==> src/rtl/onehot_grant_dispatcher.sv <==
// Converts a 3-bit request code into a held one-hot grant on lines 7..1,
// released by the addressed line's acknowledge or by a programmable timeout.
module onehot_grant_dispatcher #(
  parameter int TIMEOUT = 4
) (
  input  logic       clk,
  input  logic       reset_n,
  input  logic       code_valid,
  input  logic [2:0] code,
  output logic       code_ready,
  input  logic [7:1] ack,
  output logic [7:1] grant,
  output logic       busy,
  output logic       timeout,
  output logic       spurious_ack,
  output logic [7:0] grant_count
);

  localparam int CW = $clog2(TIMEOUT + 1);

  localparam logic [1:0] S_IDLE    = 2'd0;
  localparam logic [1:0] S_GRANT   = 2'd1;
  localparam logic [1:0] S_RELEASE = 2'd2;

  logic [1:0]    state_q,    state_d;
  logic [2:0]    code_q,     code_d;
  logic [CW-1:0] cnt_q,      cnt_d;
  logic [7:1]    grant_q,    grant_d;
  logic          timeout_q,  timeout_d;
  logic          spurious_q, spurious_d;
  logic [7:0]    count_q,    count_d;

  // Bit 0 pads the vector so the latched code indexes its own line directly.
  logic [7:0] ack_line;
  assign ack_line = {ack, 1'b0};

  always_comb begin
    state_d    = state_q;
    code_d     = code_q;
    cnt_d      = cnt_q;
    grant_d    = grant_q;
    timeout_d  = 1'b0;
    spurious_d = 1'b0;
    count_d    = count_q;
    case (state_q)
      S_IDLE: begin
        // A zero code is consumed here but never turns into a grant.
        if (code_valid && (code != 3'd0)) begin
          code_d  = code;
          grant_d = 7'b1 << (code - 3'd1);
          cnt_d   = CW'(TIMEOUT - 1);
          state_d = S_GRANT;
        end
      end
      S_GRANT: begin
        spurious_d = |(ack & ~grant_q);
        // Acknowledge wins over expiry on the final grant cycle.
        if (ack_line[code_q]) begin
          grant_d = '0;
          count_d = count_q + 8'd1;
          state_d = S_RELEASE;
        end else if (cnt_q == '0) begin
          grant_d   = '0;
          timeout_d = 1'b1;
          count_d   = count_q + 8'd1;
          state_d   = S_RELEASE;
        end else begin
          cnt_d = cnt_q - CW'(1);
        end
      end
      S_RELEASE: begin
        state_d = S_IDLE;
      end
      default: begin
        grant_d = '0;
        state_d = S_IDLE;
      end
    endcase
  end

  always_ff @(posedge clk or negedge reset_n) begin
    if (!reset_n) begin
      state_q    <= S_IDLE;
      code_q     <= 3'd0;
      cnt_q      <= '0;
      grant_q    <= '0;
      timeout_q  <= 1'b0;
      spurious_q <= 1'b0;
      count_q    <= 8'd0;
    end else begin
      state_q    <= state_d;
      code_q     <= code_d;
      cnt_q      <= cnt_d;
      grant_q    <= grant_d;
      timeout_q  <= timeout_d;
      spurious_q <= spurious_d;
      count_q    <= count_d;
    end
  end

  assign code_ready   = (state_q == S_IDLE);
  assign busy         = (state_q == S_GRANT) || (state_q == S_RELEASE);
  assign grant        = grant_q;
  assign timeout      = timeout_q;
  assign spurious_ack = spurious_q;
  assign grant_count  = count_q;

endmodule

==> config.mk <==
export PLATFORM = sky130hd
export DESIGN_NAME = onehot_grant_dispatcher
export DESIGN_NICKNAME = d
export VERILOG_FILES = /design/src/rtl/onehot_grant_dispatcher.sv
export SDC_FILE = /design/constraint.sdc
export NUM_CORES = 1
export LEC_CHECK = 0
export ABC_CLOCK_PERIOD_IN_PS = 2400
export CAP_MARGIN = 20
export CORE_MARGIN = 2
export CORE_UTILIZATION = 49
export DETAILED_ROUTE_END_ITERATION = 8
export PLACE_DENSITY_LB_ADDON = 0.15
export SYNTH_ARGS = -nofsm -noshare
export SYNTH_HDL_FRONTEND = slang
export SYNTH_SLANG_ARGS = --single-unit
==> constraint.sdc <==
create_clock -name clk -period 2.4 [get_ports clk]
set_input_delay 0.24 -clock clk [delete_from_list [all_inputs] [get_ports clk]]
set_output_delay 0.24 -clock clk [all_outputs]
set_load 0.1 [all_outputs]
==> out/results.tsv, run 1 <==
stage	metric	value	unit
synthesis	syn avg cell area	10.6	µm²
synthesis	Seq cells post-synth	25	
placement	routability cong.	0.785	
synthesis	sequential fraction of the synthesis area	44.2	%
timing	Final Hold Fails	0	
timing	pins over their slew limit	0	
layout	# fillers	251	
job	max-cap violation count	0	
timing	Worst-Margin Slew	331	ps
clock_tree	worst skew pair latency	330	ps
timing	FMAX	0.539	GHz
synthesis	Syn Std Cell Area	1420	µm²
synthesis	synth warn	0	
layout	Register Area	626	µm²
layout	Ant. Diodes	0	
die	Initial Util	51.4	%
critical_path	Critical Path RT	2620	ps
clock_tree	TritonCTS clock tree	yes	
critical_path	critical path class	flop to flop	
critical_path	R2R setup slack	550	ps
critical_path	source of the critical timing path	cnt_q[0]$_DFFE_PN0P_	
global_route	first-pass GRT wire length	4810	µm
die	Die Y-Extent	57.8	µm
layout	footprint of the multi-input gates	731	µm²
die	Die ar.	3340	µm²
critical_path	Cell Chain, Critical Path	inv_1 -> ha_1 -> ha_1 -> a2111o_1 -> o211ai_4 -> nor3_1 -> xor2_1	
layout	Area Growth Syn to Fin	23.9	%
routing	DRC violations left	0	
layout	leading cell type in the layout, fill and taps excluded	dfrtp_1	
routing	Total Wirelength	2830	µm
placement	DP Worst Slack	362	ps
global_route	largest net degree at the start of global routing	26	
layout	Final Util	63.7	%
routing	vias per std cell	5.54	
global_route	All-Layer GR Usage	19.1	%
timing	Clock Skews	15.5	ps
worst_hold_path	worst hold path type	input pin to asynchronous set/reset pin	
placement	dpl cell area	1730	µm²
timing	post-route setup slack	546	ps
clock_tree	root buf cell	clkbuf_4	
critical_path	R2R depth	7	
critical_path	crit start category	flop	
critical_path	slowest CP cell	dfrtp_1	
placement	HPWL Detailed	2230	µm
placement	# port buffers	31	
global_route	remaining global-route overflow	0	
clock_tree	hold buffers post-CTS	0	
die	# IOs	32	
routing	Initial DRT Pass Iterations	4	
status	status	finished clean	
critical_path	CP max FO	6	
routing	initial DRC count	30	
die	Core Area	2760	µm²
routing	via count	1107	
clock_tree	htree depth	1	
routing	number of routed nets with antenna violations	0	
timing	Setup TNS Final	0	ps
timing	RSZ-0062 raised after global routing	false	
timing	period utilization	77.2	%
layout	share of layout cells above drive strength 1	27.2	%
layout	Nets	191	
layout	most frequent cells in the layout	dfrtp_1, buf_4, inv_1, nand2_1, clkdlybuf4s50_1	
timing	Max transition margin	77.7	%
synthesis	synthesized netlist cell count	133	
critical_path	FF-to-FF End	grant_count[5]$_DFFE_PN0P_	
clock_tree	CTS sink count	25	
timing	final setup fails	0	
synthesis	synth unique cells	39	
critical_path	Crit. End Element	flop	
clock_tree	post-CTS sizing	0	
critical_path	critical path's largest stage delay	390	ps
critical_path	CP dominant cell by count	ha_1	
clock_tree	clock buffer count from CTS	3	
clock_tree	Reg clk slew, reported paths	150	ps
routing	wire per inst	14.1	µm
timing	Final min period	1850	ps
global_route	initial antenna violation count	0	
die	row count	19	
critical_path	Arr. time, crit path	2070	ps
synthesis	Mapped Nets	154	
layout	Finished Cell Area	1760	µm²
clock_tree	postcts setup bufs	0	
die	Die X	57.8	µm
clock_tree	Max Root-Sink Buffers	2	
critical_path	R2R Path Start	cnt_q[0]$_DFFE_PN0P_	
global_route	vias in the first global route	1095	
synthesized netlist by cell type, drive strengths merged:
| library cell | count | area share (%) |
|---|---|---|
| o21ai | 4 | 2.2 |
| and3b | 1 | 0.62 |
| a21oi | 4 | 1.4 |
| a22oi | 1 | 0.53 |
| a311o | 1 | 0.71 |
| xor2 | 3 | 1.9 |
| a31o | 1 | 0.62 |
| o211ai | 1 | 1.5 |
| dfrtp | 25 | 44 |
| nor4 | 2 | 1.3 |
| inv | 16 | 4.2 |
| nand2 | 13 | 4.0 |
| nor3 | 2 | 0.71 |
| xnor2 | 4 | 2.5 |
| o31a | 1 | 0.62 |
| a2111o | 1 | 0.79 |
| o22a | 1 | 0.71 |
| nand4 | 3 | 1.3 |
| a211oi | 1 | 0.88 |
| a21o | 1 | 0.53 |
| a221oi | 1 | 0.62 |
| o22ai | 2 | 1.3 |
| ha | 8 | 7.1 |
| a21boi | 1 | 0.53 |
| nand3 | 4 | 2.3 |
| nand2b | 4 | 1.8 |
| nor3b | 1 | 0.53 |
| mux2 | 12 | 9.8 |
| o211a | 1 | 0.71 |
| o31ai | 1 | 0.53 |
| a222oi | 1 | 0.71 |
| nor2 | 11 | 2.9 |
per-stage QoR:
step                      hold slack, ps  std cells
after detailed placement             468        196
final                                243        200
after CTS                            249        200
after global routing                 263        200
after global placement               456        196
after floorplan                    -55.6        133
worst max-delay path by stage:
stage                                 endpoint  slack (ps)  cells after the start
floorplan                 grant[5]$_DFFE_PN0P_          60                      5
finish              grant_count[5]$_DFFE_PN0P_         550                      7
global placement          grant[7]$_DFFE_PN0P_         400                      6
global route        grant_count[7]$_DFFE_PN0P_         350                      7
CTS                 grant_count[7]$_DFFE_PN0P_         520                      7
detailed placement        grant[1]$_DFFE_PN0P_         360                      5
cell type report:
| cell class | instances | area share [%] |
|---|---|---|
| inverter | 16 | 3.42 |
| clock inverter | 1 | 0.428 |
| timing repair buffer | 32 | 15.4 |
| multi-input combinational | 92 | 41.6 |
| sequential | 25 | 35.6 |
| tap | 31 | 2.21 |
| clock buffer | 3 | 1.28 |
logic make-up (layout without fill, tap and decap cells):
family | count (synthesis) | in the layout | synth area share (%)
AOI/OAI and AO/OA | 24 | 24 | 14.9
adders and majority gates | 8 | 8 | 7.07
and+or+nand+nor | 41 | 41 | 15.5
xor gates and xnor gates | 7 | 7 | 4.33
muxes | 12 | 12 | 9.81
buffers and inverters | 16 | 52 | 4.24
DFF | 25 | 25 | 44.2
sequential cells by signal, indices dropped and copies added (netlist names):
name,flops
spurious_ack,1
timeout,1
state_q,2
code_q,3
grant_count,8
cnt_q,3
grant,7
routing by layer:
layer | wire length [µm] | global-route usage [%]
met3 | 103 | 2.68
met4 | 65 | 8.97
met2 | 1440 | 33.9
met5 | 0 | 0
met1 | 1210 | 22.7
critical path: cells and delay by family, from the launching register on:
kind,cells,cell delay [ps]
compound gates,2,550
xor+xnor,1,150
fa+ha+maj,2,480
buf+inv,1,50
flops,1,390
simple gates,1,140
Power of run 1 is not shown: default switching activity piles up to over one toggle a cycle in this logic, so the estimate is an artifact.
==> inputs of run 2 (changes only) <==
--- a/config.mk
+++ b/config.mk
@@ -5,7 +5,7 @@
 export SDC_FILE = /design/constraint.sdc
 export NUM_CORES = 1
 export LEC_CHECK = 0
-export ABC_CLOCK_PERIOD_IN_PS = 2400
+export ABC_CLOCK_PERIOD_IN_PS = 1750
 export CAP_MARGIN = 20
 export CORE_MARGIN = 2
 export CORE_UTILIZATION = 49
==> constraint.sdc (replaced) <==
create_clock -name clk -period 1.75 [get_ports clk]
set_input_delay 0.175 -clock clk [delete_from_list [all_inputs] [get_ports clk]]
set_output_delay 0.175 -clock clk [all_outputs]
set_load 0.1 [all_outputs]
==> run 2 against run 1 <==
  * The run now ends with setup timing left
  * Fmax grew 4.4%
  * Clock-buffer cell count is the same
  * First-iteration DRC count grew 10%
  * Register-to-register slack lost 570 ps
  * Via count grew 9.4%
  * Sequential share of layout area shrank 4.9 points
  * Design area grew 17%
  * Routed wire length grew 21%
  * Final cell count grew 8.0%
  * Critical path depth shrank 2
  * Core utilization grew 11 points
  * Critical path type unchanged
==> out/results.tsv, run 2 (same netlist as run 1, synthesis figures left out) <==
stage	metric	value	unit	change
die	row count	19		unchanged
layout	most frequent cells in the layout	buf_4, dfrtp_1, inv_1, clkdlybuf4s50_1		
global_route	remaining global-route overflow	0		unchanged
critical_path	Cell Chain, Critical Path	mux2_4 -> a2111o_1 -> o211ai_4 -> nor3_2 -> xor2_1		
critical_path	critical path's largest stage delay	460	ps	+70 ps
timing	post-route setup slack	-24.8	ps	-571 ps
clock_tree	Reg clk slew, reported paths	140	ps	about the same
critical_path	R2R setup slack	-20	ps	-570 ps
die	Initial Util	51.4	%	unchanged
layout	Ant. Diodes	0		unchanged
critical_path	Crit. End Element	flop		
timing	Final min period	1770	ps	-79.0 ps
power_and_ir_drop	Leakage	0.972	nW	
global_route	first-pass GRT wire length	5510	µm	+15%
routing	via count	1211		+9.4%
layout	Nets	207		+8.4%
routing	number of routed nets with antenna violations	0		unchanged
placement	placed insts	207		+5.6%
critical_path	FF-to-FF End	grant_count[6]$_DFFE_PN0P_		
timing	Clock Skews	4.10	ps	-11.4 ps
clock_tree	worst skew pair latency	320	ps	about the same
placement	HPWL Detailed	2490	µm	+12%
timing	period utilization	101	%	+24 points
power_and_ir_drop	Pwr Density	2060	nW/µm²	
die	Die Y-Extent	57.8	µm	unchanged
clock_tree	CTS sink count	25		unchanged
timing	FMAX	0.563	GHz	+4.4%
global_route	largest net degree at the start of global routing	26		unchanged
die	Core Area	2760	µm²	unchanged
global_route	initial antenna violation count	0		unchanged
layout	Area Growth Syn to Fin	44.6	%	
routing	Total Wirelength	3420	µm	+21%
layout	Post-Layout Cell Count	216		+8.0%
layout	Largest register FFs	8		unchanged
placement	routability cong.	0.782		-0.36%
clock_tree	Max Root-Sink Buffers	2		unchanged
status	failing checks	setup timing		
power_and_ir_drop	Pwr Total	0.00422	W	
routing	DRC violations left	0		unchanged
clock_tree	htree depth	1		unchanged
routing	initial DRC count	33		+10%
clock_tree	clock buffer count from CTS	3		unchanged
timing	pins over their slew limit	0		unchanged
critical_path	crit path capture	grant_count[6]$_DFFE_PN0P_		
timing	Final Hold Fails	0		unchanged
critical_path	Arr. time, crit path	1990	ps	-80 ps
routing	vias per std cell	5.61		+1.3%
timing	RSZ-0062 raised after global routing	true		
critical_path	R2R depth	5		-2
layout	# fillers	200		-20%
status	status	finished with violations		
placement	DP Worst Slack	-202	ps	-564 ps
power_and_ir_drop	Worst VDD drop	0.00166	V	
die	# IOs	32		unchanged
layout	leading cell type in the layout, fill and taps excluded	buf_4		
worst_hold_path	worst hold path type	input pin to asynchronous set/reset pin		
critical_path	slowest CP cell	dfrtp_1		
routing	wire per inst	15.8	µm	+12%
critical_path	Critical Path RT	1970	ps	-650 ps
die	Die X	57.8	µm	unchanged
clock_tree	hold buffers post-CTS	0		unchanged
critical_path	critical path class	flop to flop		
global_route	vias in the first global route	1255		+15%
global_route	All-Layer GR Usage	21.7	%	+2.6 points
critical_path	R2R Path Start	code_q[2]$_DFFE_PN0P_		
timing	Worst-Margin Slew	323	ps	-8.39 ps
critical_path	CP max FO	5		-1
placement	# port buffers	31		unchanged
job	max-cap violation count	0		unchanged
layout	share of layout cells above drive strength 1	40.5	%	+13 points
die	Die ar.	3340	µm²	unchanged
critical_path	source of the critical timing path	code_q[2]$_DFFE_PN0P_		
routing	Initial DRT Pass Iterations	4		unchanged
clock_tree	TritonCTS clock tree	yes		
timing	final setup fails	5		+5
clock_tree	root buf cell	clkbuf_4		
timing	Max transition margin	78.2	%	+0.57 points
critical_path	crit start category	flop		
-- run 2: cell count changes in the layout (fill, tap and decap cells not counted), sizes merged --
| cell | previous run | this run |
|---|---|---|
| clkinvlp | 1 | 0 |
| buf | 20 | 36 |
| clkinv | 0 | 1 |
-- run 2: cell type report --
type | instances | area, µm² | share of cell area (%)
inverter | 16 | 60.1 | 2.93
clock buffer | 3 | 22.5 | 1.10
timing repair buffer | 48 | 457 | 22.3
multi-input combinational | 92 | 836 | 40.8
clock inverter | 1 | 5.00 | 0.244
tap | 31 | 38.8 | 1.89
sequential | 25 | 629 | 30.7
-- run 2: worst min-delay path by stage --
stage | depth (start not counted) | endpoint | slack, ps
final | 2 | grant_count[7]$_DFFE_PN0P_ | 190
after global routing | 2 | grant_count[3]$_DFFE_PN0P_ | 230
after CTS | 2 | grant_count[3]$_DFFE_PN0P_ | 200
after detailed placement | 1 | grant_count[7]$_DFFE_PN0P_ | 460
after global placement | 1 | grant_count[7]$_DFFE_PN0P_ | 460
after floorplan | 0 | cnt_q[0]$_DFFE_PN0P_ | -120
-- run 2: where the power goes --
part	internal, W	leakage (nW)	switching (W)
clock network	0.0000858	0.0177	0.000181
registers	0.000776	0.321	0.000225
logic	0.00112	0.633	0.00184
-- run 2: timing repair --
action,in CTS,in global routing
pin swaps,8,9
setup endpoints to repair,16,19
resized for setup,10,12
buffers inserted,2,3
hold endpoints to repair,0,0
-- run 2: per-layer routing --
metal	vias to the layer above	GRT usage [%]	wire length (µm)
met4	0	10.6	59
met3	6	3.79	140
met2	37	40.6	1910
met1	597	23.4	1310
met5	-	0	0
li1	571	-	-
-- run 2: worst max-delay path, delay by kind of cell, from the launching register on --
family	cells	cell delay, ps
multiplexers	1	340
flip-flops	1	460
AND/OR/NAND/NOR	1	90
AO/OA/AOI/OAI	2	620
XOR/XNOR	1	150
-- run 2: metrics by stage --
step | setup TNS (ps) | util [%] | area [µm²] | hold slack, ps
final | -72.8 | 74.3 | 2050 | 192
after global routing | -747 | 74.3 | 2050 | 226
after CTS | -226 | 71.7 | 1980 | 196
after detailed placement | -3350 | 68.4 | 1890 | 462
after global placement | -2420 | 68.4 | 1890 | 458
after floorplan | 0 | - | 1430 | -121
No activity file was read; power rests on OpenSTA's default activity.
